==> config.mk <==
export PLATFORM = sky130hd
export DESIGN_NAME = instr_fetch
export DESIGN_NICKNAME = d
export VERILOG_FILES = /design/src/rtl/instr_fetch.sv
export SDC_FILE = /design/constraint.sdc
export NUM_CORES = 1
export LEC_CHECK = 0
export CELL_PAD_IN_SITES_DETAIL_PLACEMENT = 0
export CELL_PAD_IN_SITES_GLOBAL_PLACEMENT = 1
export CORE_MARGIN = 1
export CORE_UTILIZATION = 32
export DETAILED_ROUTE_END_ITERATION = 8
export GPL_TIMING_DRIVEN = 0
export PLACE_DENSITY_LB_ADDON = 0.1
export SLEW_MARGIN = 5
export SYNTH_ARGS = -nofsm -noshare
export SYNTH_HDL_FRONTEND = slang
export SYNTH_SLANG_ARGS = --single-unit
==> constraint.sdc <==
create_clock -name i_instr_fetch_clk -period 3.28 [get_ports i_instr_fetch_clk]
set_input_delay 0.492 -clock i_instr_fetch_clk [delete_from_list [all_inputs] [get_ports i_instr_fetch_clk]]
set_output_delay 0.492 -clock i_instr_fetch_clk [all_outputs]
set_load 0.05 [all_outputs]
==> src/rtl/instr_fetch.sv <==
// Instruction fetch unit: issues one word request at a time, holds the returned
// instruction for the control unit and follows branch/jump redirects.
module instr_fetch #(
  parameter logic [31:0] RESET_PC = 32'h0000_0000
) (
  input  logic        i_instr_fetch_clk,
  input  logic        i_instr_fetch_rst,
  output logic        o_instr_fetch_imemReq,
  output logic [31:0] o_instr_fetch_imemAddr,
  input  logic        i_instr_fetch_imemGnt,
  input  logic        i_instr_fetch_imemRvalid,
  input  logic [31:0] i_instr_fetch_imemRdata,
  output logic        o_instr_fetch_valid,
  input  logic        i_instr_fetch_ready,
  output logic [31:0] o_instr_fetch_instr,
  output logic [5:0]  o_instr_fetch_opcode,
  output logic [5:0]  o_instr_fetch_funct,
  output logic [31:0] o_instr_fetch_pc,
  input  logic        i_instr_fetch_redirect,
  input  logic [31:0] i_instr_fetch_target
);

  // Handshakes: a memory request is accepted on a cycle with imemReq && imemGnt;
  // the one outstanding response arrives later on imemRvalid. An instruction is
  // consumed on a cycle with valid && ready.
  typedef enum logic [1:0] {
    S_REQ   = 2'd0,
    S_WAIT  = 2'd1,
    S_HOLD  = 2'd2,
    S_DRAIN = 2'd3
  } fetchState_e;

  fetchState_e state;
  logic [31:0] pc;
  logic [31:0] ir;
  logic [31:0] heldPc;
  logic [31:0] newPc;
  logic        unusedTargetLsbs;

  assign newPc            = {i_instr_fetch_target[31:2], 2'b00};
  assign unusedTargetLsbs = ^i_instr_fetch_target[1:0];

  always_ff @(posedge i_instr_fetch_clk) begin
    if (i_instr_fetch_rst) begin
      state  <= S_REQ;
      pc     <= RESET_PC;
      ir     <= '0;
      heldPc <= '0;
    end else begin
      case (state)
        S_REQ: begin
          // A response seen here can only belong to a pre-reset request.
          if (i_instr_fetch_redirect) begin
            pc <= newPc;
            if (i_instr_fetch_imemGnt) state <= S_DRAIN;
          end else if (i_instr_fetch_imemGnt) begin
            state <= S_WAIT;
          end
        end
        S_WAIT: begin
          if (i_instr_fetch_redirect) begin
            pc    <= newPc;
            state <= i_instr_fetch_imemRvalid ? S_REQ : S_DRAIN;
          end else if (i_instr_fetch_imemRvalid) begin
            ir     <= i_instr_fetch_imemRdata;
            heldPc <= pc;
            state  <= S_HOLD;
          end
        end
        S_HOLD: begin
          if (i_instr_fetch_redirect) begin
            pc    <= newPc;
            state <= S_REQ;
          end else if (i_instr_fetch_ready) begin
            pc    <= pc + 32'd4;
            state <= S_REQ;
          end
        end
        S_DRAIN: begin
          if (i_instr_fetch_redirect) pc <= newPc;
          if (i_instr_fetch_imemRvalid) state <= S_REQ;
        end
        default: state <= S_REQ;
      endcase
    end
  end

  // Reset gates the strobes in the same cycle it is asserted.
  assign o_instr_fetch_imemReq  = (state == S_REQ) && !i_instr_fetch_rst;
  assign o_instr_fetch_valid    = (state == S_HOLD) && !i_instr_fetch_rst;
  assign o_instr_fetch_imemAddr = pc;
  assign o_instr_fetch_instr    = ir;
  assign o_instr_fetch_opcode   = ir[31:26];
  assign o_instr_fetch_funct    = ir[5:0];
  assign o_instr_fetch_pc       = heldPc;

endmodule

# [Yosys cells after proc, flatten, opt, wreduce, memory -nomap -nowiden]
# Index checks and enable logic that the tools add are counted.
[word_totals] ff_bits=98 in_bits=70 out_inout_bits=110 wordCells=36
[op_classes] n_addsub=1 n_eq_ne=8 muxes=14 bitwise=1 reduce_logical=8
[ops] operator="2-to-1 mux 32 bit" count=3
[ops] operator="case mux 32 bit (2 select lines)" count=1
[ops] operator="adder 32 x 3 -> 32 bit, second input constant" count=1
[ops] operator="2-to-1 mux 2 bit" count=9
[ops] operator="case mux 2 bit (4 select lines)" count=1
[ops] operator="!= test 3 bit, second input constant" count=2
[ops] operator="equality test 2 bit, second input constant" count=2
[ops] operator="!= test 2 bit, second input constant" count=2
[ops] operator="AND reduction 4 bit" count=1
[ops] operator="AND reduction 3 bit" count=1
[ops] operator="OR reduction 3 bit" count=1
[ops] operator="equality test 2 x 1 -> 1 bit, second input constant" count=1
[ops] operator="logical AND 1 bit" count=2
[ops] operator="logical NOT 2 bit" count=1
[ops] operator="!= test 2 x 1 -> 1 bit, second input constant" count=1
[ops] operator="AND reduction 2 bit" count=1
[ops] operator="logical NOT 1 bit" count=1
[ops] operator="inverter 1 bit" count=1

# [Depth between registers and ports, before layout]
[depth] depth_word=4 depth_mapped=8 depth_no_buf=6

# [Least setup slack after synthesis]
# OpenSTA, ideal clock, no wires.
[synth_path] kind="input port to output port" from="input i_instr_fetch_rst" to="output o_instr_fetch_imemReq" arrival_time_ps=1937 required_ps=2788 path_slack_ps=851 cell_stages=3 n_path_buf=2 cell_sequence="clkbuf_1 > clkbuf_1 > nor3_1"
[synth_between] elab_chain_len=2
[synth_lines] item="from (decl)" line_no="7" source="input logic i_instr_fetch_rst,"
[synth_lines] item="logical NOT 1 bit" line_no="89" source="assign o_instr_fetch_imemReq = (state == S_REQ) && !i_instr_fetch_rst;"
[synth_lines] item="logical AND 1 bit" line_no="89"
[synth_lines] item="to (decl)" line_no="8" source="output logic o_instr_fetch_imemReq,"
# No other way between the ends.

# [Final worst setup path]
# Ends and elaborated chain as after synthesis.

==> metrics.txt <==
# TYPE chip_impl_metric gauge
chip_impl_metric{name="whs_path_depth",unit=""} 2
chip_impl_metric{name="finish.net_count",unit=""} 801
chip_impl_metric{name="start_util",unit="%"} 33.1
chip_impl_info{name="worstSetupEndpointType",value="primary output"} 1
chip_impl_metric{name="antenna_violating_nets_post_route",unit=""} 0
chip_impl_metric{name="dpl_worst_slack",unit="ps"} -42.6
chip_impl_metric{name="synth.yosys.seq_area_share",unit="%"} 44.5
chip_impl_metric{name="irDropWorstVdd",unit="V"} 0.000208
chip_impl_metric{name="routed_wirelength",unit="µm"} 14000
chip_impl_metric{name="vias",unit=""} 4450
chip_impl_metric{name="achievable-frequency",unit="MHz"} 315
chip_impl_metric{name="die_area",unit="µm²"} 13700
chip_impl_info{name="final_cell_mix",value="173 x sky130_fd_sc_hd__clkdlybuf4s50_1, 148 x sky130_fd_sc_hd__nand2_1, 94 x sky130_fd_sc_hd__dfxtp_1"} 1
chip_impl_metric{name="synth_cell_type_count",unit=""} 50
chip_impl_metric{name="remaining_design_rule_violation_count",unit=""} 0
chip_impl_metric{name="post-route-worst-setup-slack",unit="ps"} 110
chip_impl_metric{name="final-max-slew-violation-count",unit=""} 0
chip_impl_metric{name="layout_worst_path_cycle_share",unit="%"} 96.7
chip_impl_metric{name="post_cts_buffers",unit=""} 0
chip_impl_metric{name="finalSetupTns",unit="ps"} 0
chip_impl_metric{name="gpl.final_weighted_congestion",unit=""} 0.842
chip_impl_metric{name="avgSynthCellArea",unit="µm²"} 7.79
chip_impl_metric{name="worst_pin_slew",unit="ps"} 790
chip_impl_metric{name="placed_cell_area",unit="µm²"} 6190
chip_impl_metric{name="holdBufCountCts",unit=""} 0
chip_impl_metric{name="detailedRoute.firstPassIterationCount",unit=""} 5
chip_impl_metric{name="layout_min_cycle_time",unit="ps"} 3170
chip_impl_info{name="worst_hold_path_type",value="register to register"} 1
chip_impl_metric{name="wire_length_of_the_first_global_routing_pass",unit="µm"} 21500
chip_impl_info{name="final_common_cell",value="sky130_fd_sc_hd__clkdlybuf4s50_1"} 1
chip_impl_metric{name="critical_path_required",unit="ps"} 2790
chip_impl_metric{name="antenna_found_initial",unit=""} 0
chip_impl_metric{name="grt_usage",unit="%"} 20.8
chip_impl_metric{name="fp.coreArea",unit="µm²"} 12800
chip_impl_metric{name="number_of_enable_type_register_cells_in_the_synthesized_netlist",unit=""} 0
chip_impl_info{name="timing.critical_path.from_type",value="input port"} 1
chip_impl_metric{name="port_buffers",unit=""} 173
chip_impl_metric{name="cts_sinks",unit=""} 94
chip_impl_metric{name="final_design_area_no_fill",unit="µm²"} 6520
chip_impl_metric{name="drt-initial-drc-count",unit=""} 219
chip_impl_info{name="cp_cell_sequence",value="clkdlybuf4s50_1 > clkbuf_2 > clkbuf_1 > nor3_1 > clkdlybuf4s50_1"} 1
chip_impl_metric{name="power_density",unit="nW/µm²"} 446
chip_impl_metric{name="numCtsBuffers",unit=""} 9
chip_impl_metric{name="clock_tree.buffer_depth",unit=""} 2
chip_impl_metric{name="cp_slowest_stage_delay",unit="ps"} 750
chip_impl_info{name="outcome",value="complete, no violations"} 1
chip_impl_metric{name="final_layout_size_suffix_gt1_share",unit="%"} 7.90
chip_impl_info{name="root_buffer",value="sky130_fd_sc_hd__clkbuf_16"} 1
chip_impl_info{name="rsz_0062_raised_after_global_routing",value="no"} 1
chip_impl_metric{name="synth_seq_cells",unit=""} 94
chip_impl_metric{name="cts.htree.levels",unit=""} 3
chip_impl_metric{name="netlist_area",unit="µm²"} 4230
chip_impl_metric{name="globalRoute.totalOverflow",unit=""} 0
chip_impl_metric{name="grt_start_max_net_pins",unit=""} 15
chip_impl_metric{name="clock_skew",unit="ps"} 4.02
chip_impl_metric{name="ff2ff_path_depth",unit=""} 7
chip_impl_metric{name="num_antenna_cells",unit=""} 0
chip_impl_metric{name="std_cell_rows",unit=""} 41
chip_impl_metric{name="holdWs",unit="ps"} 454
chip_impl_metric{name="syn-instance-count",unit=""} 543
chip_impl_metric{name="setup_violations",unit=""} 0
chip_impl_info{name="cts_tree",value="done"} 1
chip_impl_info{name="critPathTopFamily",value="buffers and inverters"} 1
chip_impl_metric{name="cellLeakagePower",unit="nW"} 2.30
chip_impl_metric{name="detailed_place_hpwl",unit="µm"} 10400
chip_impl_metric{name="die_y",unit="µm"} 117
chip_impl_metric{name="floorplan.io_pins",unit=""} 180
chip_impl_metric{name="cp_max_fo",unit=""} 10
chip_impl_metric{name="clkLatencyLatePin",unit="ps"} 350
chip_impl_metric{name="timing.max_slew.rel_slack",unit="%"} 47.3
chip_impl_metric{name="synth.yosys.warnings",unit=""} 0
chip_impl_info{name="most_frequent_cell_on_critical_path",value="sky130_fd_sc_hd__clkdlybuf4s50_1"} 1
chip_impl_metric{name="asyncSetResetFlopFracSynth",unit="%"} 0
chip_impl_metric{name="routedWlPerCell",unit="µm"} 15.5
chip_impl_metric{name="layout_area_overhead",unit="%"} 54.0
chip_impl_info{name="crit_path_top_delay_cell",value="sky130_fd_sc_hd__clkdlybuf4s50_1"} 1
chip_impl_metric{name="final_hold_viol_count",unit=""} 0
chip_impl_info{name="kind_of_critical_path",value="input port to primary output"} 1
chip_impl_metric{name="critPathArrivalTime",unit="ps"} 2680
chip_impl_metric{name="critical_path_buf_inv_count",unit=""} 4
chip_impl_metric{name="via_per_inst",unit=""} 4.91
chip_impl_metric{name="max-cap-violations",unit=""} 0
chip_impl_info{name="postSynth.topFlopCell",value="sky130_fd_sc_hd__dfxtp_1"} 1
chip_impl_metric{name="cts.clk_slew.worst_paths",unit="ps"} 60
chip_impl_metric{name="worstSetupPathDepth",unit=""} 5
chip_impl_metric{name="final_util",unit="%"} 51.0
chip_impl_metric{name="first_global_vias",unit=""} 4135
chip_impl_metric{name="die_width",unit="µm"} 117
-- per-stage QoR --
stage / cells / power [W]
after floorplan: 546 / 0.00155
after detailed placement: 891 / 0.00178
after CTS: 906 / 0.00293
after global routing: 906 / 0.00302
after global placement: 891 / 0.00177
final: 906 / 0.00290
-- report_power, final --
group	internal (W)	leakage, nW	switching (W)
clock	0.000706	0.155	0.000444
sequential	0.00118	0.766	0.0000548
combinational	0.000206	1.38	0.000311
total	0.00209	2.30	0.000810
-- per-layer routing --
metal / share of wire, % / GRT usage (%) / routed length (µm)
met1: 45 / 26.8 / 6260
met2: 47 / 33.7 / 6600
met3: 6.9 / 5.10 / 970
met4: 1.5 / 8.10 / 215
met5: 0 / 0 / 0
-- cells in the mapped netlist (5+ instances only) --
| master | count | area (µm²) |
|---|---|---|
| sky130_fd_sc_hd__and4_1 | 6 | 52.6 |
| sky130_fd_sc_hd__nor3_1 | 9 | 45.0 |
| sky130_fd_sc_hd__nand2_1 | 148 | 556 |
| sky130_fd_sc_hd__nand3_1 | 14 | 70.1 |
| sky130_fd_sc_hd__buf_4 | 19 | 143 |
| sky130_fd_sc_hd__o21ai_0 | 7 | 35.0 |
| sky130_fd_sc_hd__clkbuf_1 | 23 | 86.3 |
| sky130_fd_sc_hd__nor2_1 | 30 | 113 |
| sky130_fd_sc_hd__inv_1 | 14 | 52.6 |
| sky130_fd_sc_hd__and3_1 | 5 | 31.3 |
| sky130_fd_sc_hd__a211oi_1 | 11 | 82.6 |
| sky130_fd_sc_hd__xnor2_1 | 9 | 78.8 |
| sky130_fd_sc_hd__buf_2 | 12 | 60.1 |
| sky130_fd_sc_hd__dfxtp_1 | 94 | 1880 |
| sky130_fd_sc_hd__a21oi_1 | 79 | 395 |
| sky130_fd_sc_hd__nand4_1 | 8 | 50.1 |
-- flip-flops by register name (all words and copies together), names as in the netlist --
name and flops:
o_instr_fetch_instr 32, o_instr_fetch_imemAddr 30, o_instr_fetch_pc 30, state 2
-- cell type report --
class | count | area [µm²]
inverter | 14 | 52.6
fill | 1196 | 6260
clock inverter | 3 | 67.6
sequential | 94 | 1880
timing repair buffer | 173 | 1730
clock buffer | 12 | 256
buffer | 56 | 299
multi-input combinational | 382 | 2010
tap | 172 | 215
-- worst reg2reg max path, stage by stage (launching register included) --
cell and delay (ps):
sky130_fd_sc_hd__dfxtp_1 460, sky130_fd_sc_hd__ha_1 280, sky130_fd_sc_hd__and4_1 200, sky130_fd_sc_hd__buf_2 200, sky130_fd_sc_hd__nand2_1 170, sky130_fd_sc_hd__nor4_2 280
sky130_fd_sc_hd__xnor2_1 90, sky130_fd_sc_hd__a211oi_1 220
-- final timing paths --
check / start / to / slack, ps
worst max-delay path: i_instr_fetch_rst / o_instr_fetch_imemReq / 110
worst min register to register: o_instr_fetch_instr[17] / o_instr_fetch_instr[17] / 450
worst min-delay path: o_instr_fetch_instr[17] / o_instr_fetch_instr[17] / 450
worst max register to register: o_instr_fetch_imemAddr[2] / o_instr_fetch_imemAddr[28] / 1300
-- repair_timing --
item	4_1_cts	5_1_grt
hold endpoints to repair	0	0
setup endpoints to repair	1	0
resized for setup	1	0
-- cell families after synthesis --
kind of cell | synth area share, %
fa+ha+maj | 0.296
buf+inv | 8.28
xor+xnor | 2.48
simple gates | 26.5
other cells | 0.0886
flops | 44.5
compound gates | 17.4
mux | 0.473
Power figures use the tool's default switching activity.
